<file path="config.mk">
export PLATFORM = sky130hd
export DESIGN_NAME = cla_share_arbiter
export DESIGN_NICKNAME = d
export VERILOG_FILES = /design/src/rtl/cla_share_arbiter.sv
export SDC_FILE = /design/constraint.sdc
export NUM_CORES = 1
export LEC_CHECK = 0
export BUFFER_PORTS_ARGS = -buffer_cell sky130_fd_sc_hd__buf_2
export CAP_MARGIN = 20
export CORE_MARGIN = 2
export CORE_UTILIZATION = 38
export DETAILED_ROUTE_END_ITERATION = 8
export PLACE_DENSITY = 0.76
export SLEW_MARGIN = 20
export SYNTH_ARGS = -nofsm -noshare
export SYNTH_HDL_FRONTEND = slang
export SYNTH_SLANG_ARGS = --single-unit
</file>
<file path="constraint.sdc">
create_clock -name clk -period 2.12 [get_ports clk]
set_input_delay 0 -clock clk [delete_from_list [all_inputs] [get_ports clk]]
set_output_delay 0 -clock clk [all_outputs]
set_load 0.01 [all_outputs]
</file>
<file path="src/rtl/cla_share_arbiter.sv">
// Round-robin arbiter sharing one external combinational adder between NUM_REQ clients.
// Two-stage pipeline: S1 registers the adder operands, S2 registers the sum with its owner tag.
module cla_share_arbiter #(
  parameter int ADDR_WIDTH = 15,
  parameter int NUM_REQ    = 4,
  parameter int ID_W       = $clog2(NUM_REQ)
) (
  input  logic                            clk,
  input  logic                            rst,
  input  logic [NUM_REQ-1:0]              req_valid_i,
  output logic [NUM_REQ-1:0]              req_ready_o,
  input  logic [NUM_REQ*ADDR_WIDTH-1:0]   req_a_i,
  input  logic [NUM_REQ*ADDR_WIDTH-1:0]   req_b_i,
  input  logic [NUM_REQ-1:0]              req_cin_i,
  output logic [ADDR_WIDTH-1:0]           add_a_o,
  output logic [ADDR_WIDTH-1:0]           add_b_o,
  output logic                            add_cin_o,
  input  logic [ADDR_WIDTH:0]             add_sum_i,
  output logic                            rsp_valid_o,
  input  logic                            rsp_ready_i,
  output logic [ID_W-1:0]                 rsp_id_o,
  output logic [ADDR_WIDTH:0]             rsp_sum_o,
  output logic [1:0]                      inflight_o
);

  logic                  v1_q, v1_d;
  logic [ID_W-1:0]       id1_q, id1_d;
  logic [ADDR_WIDTH-1:0] a_q, a_d, b_q, b_d;
  logic                  cin_q, cin_d;
  logic [ID_W-1:0]       ptr_q, ptr_d;
  logic                  rsp_valid_q, rsp_valid_d;
  logic [ID_W-1:0]       rsp_id_q, rsp_id_d;
  logic [ADDR_WIDTH:0]   rsp_sum_q, rsp_sum_d;

  logic                  adv1, adv2, accept, found;
  logic [ID_W-1:0]       winner;
  logic [ID_W:0]         scan_idx;

  assign adv2   = ~rsp_valid_q | rsp_ready_i;
  assign adv1   = ~v1_q | adv2;
  assign accept = adv1 & (|req_valid_i) & ~rst;

  // Scan upward from ptr_q modulo NUM_REQ; first valid client wins.
  always_comb begin
    found    = 1'b0;
    winner   = '0;
    scan_idx = '0;
    for (int k = 0; k < NUM_REQ; k++) begin
      scan_idx = {1'b0, ptr_q} + (ID_W+1)'(k);
      if (scan_idx >= (ID_W+1)'(NUM_REQ)) scan_idx = scan_idx - (ID_W+1)'(NUM_REQ);
      if (!found && req_valid_i[scan_idx[ID_W-1:0]]) begin
        found  = 1'b1;
        winner = scan_idx[ID_W-1:0];
      end
    end
  end

  always_comb begin
    req_ready_o = '0;
    if (accept) req_ready_o[winner] = 1'b1;
  end

  always_comb begin
    v1_d        = v1_q;
    id1_d       = id1_q;
    a_d         = a_q;
    b_d         = b_q;
    cin_d       = cin_q;
    ptr_d       = ptr_q;
    rsp_valid_d = rsp_valid_q;
    rsp_id_d    = rsp_id_q;
    rsp_sum_d   = rsp_sum_q;
    if (accept) begin
      v1_d  = 1'b1;
      id1_d = winner;
      a_d   = req_a_i[winner*ADDR_WIDTH +: ADDR_WIDTH];
      b_d   = req_b_i[winner*ADDR_WIDTH +: ADDR_WIDTH];
      cin_d = req_cin_i[winner];
      ptr_d = (winner == ID_W'(NUM_REQ-1)) ? '0 : winner + 1'b1;
    end else if (adv1) begin
      v1_d = 1'b0;
    end
    if (adv2) begin
      rsp_valid_d = v1_q;
      rsp_id_d    = id1_q;
      rsp_sum_d   = add_sum_i;
    end
  end

  always_ff @(posedge clk or posedge rst) begin
    if (rst) begin
      v1_q        <= 1'b0;
      id1_q       <= '0;
      a_q         <= '0;
      b_q         <= '0;
      cin_q       <= 1'b0;
      ptr_q       <= '0;
      rsp_valid_q <= 1'b0;
      rsp_id_q    <= '0;
      rsp_sum_q   <= '0;
    end else begin
      v1_q        <= v1_d;
      id1_q       <= id1_d;
      a_q         <= a_d;
      b_q         <= b_d;
      cin_q       <= cin_d;
      ptr_q       <= ptr_d;
      rsp_valid_q <= rsp_valid_d;
      rsp_id_q    <= rsp_id_d;
      rsp_sum_q   <= rsp_sum_d;
    end
  end

  assign add_a_o     = a_q;
  assign add_b_o     = b_q;
  assign add_cin_o   = cin_q;
  assign rsp_valid_o = rsp_valid_q;
  assign rsp_id_o    = rsp_id_q;
  assign rsp_sum_o   = rsp_sum_q;
  assign inflight_o  = {1'b0, v1_q} + {1'b0, rsp_valid_q};

endmodule
</file>
==> metrics.md <==
| Metric | Value |
|---|---|
| Status | complete, no violations |
| Largest net degree at the start of global routing | 60 |
| Worst-margin pin slew | 0.598 ns |
| Primary FF master, synth | dfrtp_1 |
| Die X | 94.1 um |
| HPWL Detailed | 7.20 mm |
| Non-filler instance count after layout | 680 |
| Clock skew | 0.00971 ns |
| Number of distinct library cells after synthesis | 33 |
| Cell count after placement | 631 |
| Reg-to-Reg Start | ptr_q[1]$_DFFE_PP0P_ |
| Vias post-DR | 3512 |
| Die ar. | 0.00886 mm^2 |
| Number of antenna violations at the first check in global routing | 0 |
| Die Height | 94.1 um |
| Worst Reg-to-Reg Cells | 6 |
| Yosys warns | 0 |
| First-pass GRT wire length | 16.3 mm |
| GRT Total Usage | 23.1% |
| GP Congestion | 0.824 |
| Vias per Instance | 5.16 |
| FF/Latch Area | 0.00138 mm^2 |
| Peak VDD IR | 0.347 mV |
| Setup TNS | 0 ns |
| Worst Setup Start Kind | flop |
| CTS buffer count | 5 |
| Post-synth EDFFs | 0 |
| Setup Viol. Count Final | 0 |
| FFs w/ async S/R, synth | 100% |
| Setup Buffers After CTS | 0 |
| Fillcell total | 655 |
| Hold_ws | 0.0364 ns |
| CTS tree | yes |
| Setup crit end | add_b_o[2]$_DFFE_PP0P_ |
| ANT nets after route | 0 |
| Worst R2R End | add_b_o[2]$_DFFE_PP0P_ |
| Synth Net Count | 482 |
| Crit path from | ptr_q[1]$_DFFE_PP0P_ |
| Total core area | 0.00781 mm^2 |
| Root buffer cell | clkbuf_8 |
| Port bufs | 202 |
| Total power | 0.00395 W |
| Area used by multi-input combinational logic | 0.00158 mm^2 |
| Critical path type | flop to flop |
| Fin. Hold Viols | 0 |
| Initial DRC Count | 237 |
| Final WL | 10.4 mm |
| Critical Path RT | 2.31 ns |
| Max Fclk | 0.497 GHz |
| Row Count | 32 |
| Cells after Synth | 333 |
| Vias in the first global route | 3464 |
| Clock buffer depth | 2 |
| First-pass detailed-route iteration total | 5 |
| CTS Sinks | 55 |
| Power Density | 822 mW/mm^2 |
| Commonest non-fill, non-tap cells in the layout | buf_2 (202), nand2_1 (86), dfrtp_1 (55) |
| HP Class | input pin to flop |
| Relative slew margins | 60.1% |
| Pins over their slew limit | 0 |
| Final nets | 726 |
| DR WL/cell | 15.3 um |
| RSZ-0062 raised after global routing | false |
| Mean Syn Cell Area | 9.27 um^2 |
| Min Clock Period, post-route | 2.01 ns |
| Most common cell after layout, fill and taps aside | buf_2 |
| ANT cells | 0 |
| Setup slack, reg-to-reg | 0.11 ns |
| H-tree Lvls | 2 |
| Crit Path Max Fanout | 16 |
| Seq/Total Area, Yosys | 44.6% |
| Final period util | 94.9% |
| Cell area after synthesis | 0.00309 mm^2 |
| Starting Density | 39.5% |
| Share of layout cells above drive strength 1 | 44.8% |
| Reg clk slew, reported paths | 0.10 ns |
| Crit path capture type | flop |
| P_leak | 2.43 nW |
| Layout Utilization | 61.6% |
| Area growth from synthesis to layout | 55.7% |
| Grt total ovfl | 0 |
| # IOs | 203 |
| MaxCap Viol Count | 0 |
| Number of remaining DRC errors | 0 |
| Worst-skew pair later-pin latency | 0.30 ns |
| Synthesis-stage register bit count | 55 |
| Critical Path AT | 2.20 ns |
[critical path, stage by stage (launching register included)]
cell,delay (ns)
dfrtp_1,0.40
mux2i_1,0.34
o22ai_2,0.16
nor2_4,0.17
buf_12,0.17
mux2_2,0.34
a221o_1,0.32
[registers in the layout, summed over array words and instances (netlist names)]
signal and count:
add_b_o 15, v1_q 1, ptr_q 2, rsp_id_o 2, rsp_valid_o 1, add_cin_o 1, add_a_o 15, id1_q 2
rsp_sum_o 16
[metrics by stage]
stage / setup slack [ns] / instance area [um^2]
after CTS: 0.0129 / 4790
after floorplan: 0.113 / 3090
after global placement: 0.276 / 4280
after global routing: 0.00201 / 4810
after detailed placement: 0.193 / 4280
final: 0.107 / 4810
[how the worst min path moves through the flow]
| stage | startpoint | to | cells past startpoint |
|---|---|---|---|
| finish | req_a_i[24] | add_a_o[9]$_DFFE_PP0P_ | 3 |
| global route | req_a_i[57] | add_a_o[12]$_DFFE_PP0P_ | 3 |
| CTS | req_a_i[23] | add_a_o[8]$_DFFE_PP0P_ | 3 |
| detailed placement | rst | id1_q[1]$_DFFE_PP0P_ | 2 |
| global placement | rst | id1_q[1]$_DFFE_PP0P_ | 2 |
| floorplan | rst | v1_q$_DFFE_PP0P_ | 1 |
[cell type report]
class                      count  area share (%)
sequential                    55            28.6
tap                          102            2.66
multi-input combinational    252            32.9
timing repair buffer         261            33.8
clock inverter                 3           0.495
inverter                       2           0.156
clock buffer                   5            1.43
[kinds of logic (layout without fill, tap and decap cells)]
kind of cell / Yosys count / count (layout) / share of synthesized area [%]
flops: 55 / 55 / 44.6
simple gates: 133 / 133 / 18.1
fa+ha+maj: 2 / 2 / 0.811
compound gates: 92 / 92 / 22.8
buf+inv: 26 / 271 / 4.58
mux: 25 / 25 / 9.08
[where the power goes]
part           switching (W)  internal (W)
sequential          0.000164       0.00132
combinational       0.000940      0.000948
clock               0.000346      0.000237
total                0.00145       0.00250
[metal layers]
layer  part of all wire, %  GRT usage [%]
met5                     0              0
met4                   1.1           4.47
met3                   7.6           5.06
met2                    52           41.8
met1                    40           28.2
[cell usage after synthesis, types with 7 or more instances]
master     n  area [um^2]
nand3_1    7         35.0
o22a_1     9         78.8
dfrtp_1   55         1380
nor2_1    26         97.6
o21ai_0   10         50.1
a221o_1   31          310
a21boi_0   8         60.1
mux2_2    24          270
clkbuf_1  14         52.6
a21oi_1   25          125
nand2_1   86          323
[timing repair]
item,4_1_cts,5_1_grt
setup endpoints to repair,1,3
resized for setup,1,5
endpoints found under the hold margin,66,0
hold buffers,41,0
No activity file was read; power rests on OpenSTA's default activity.
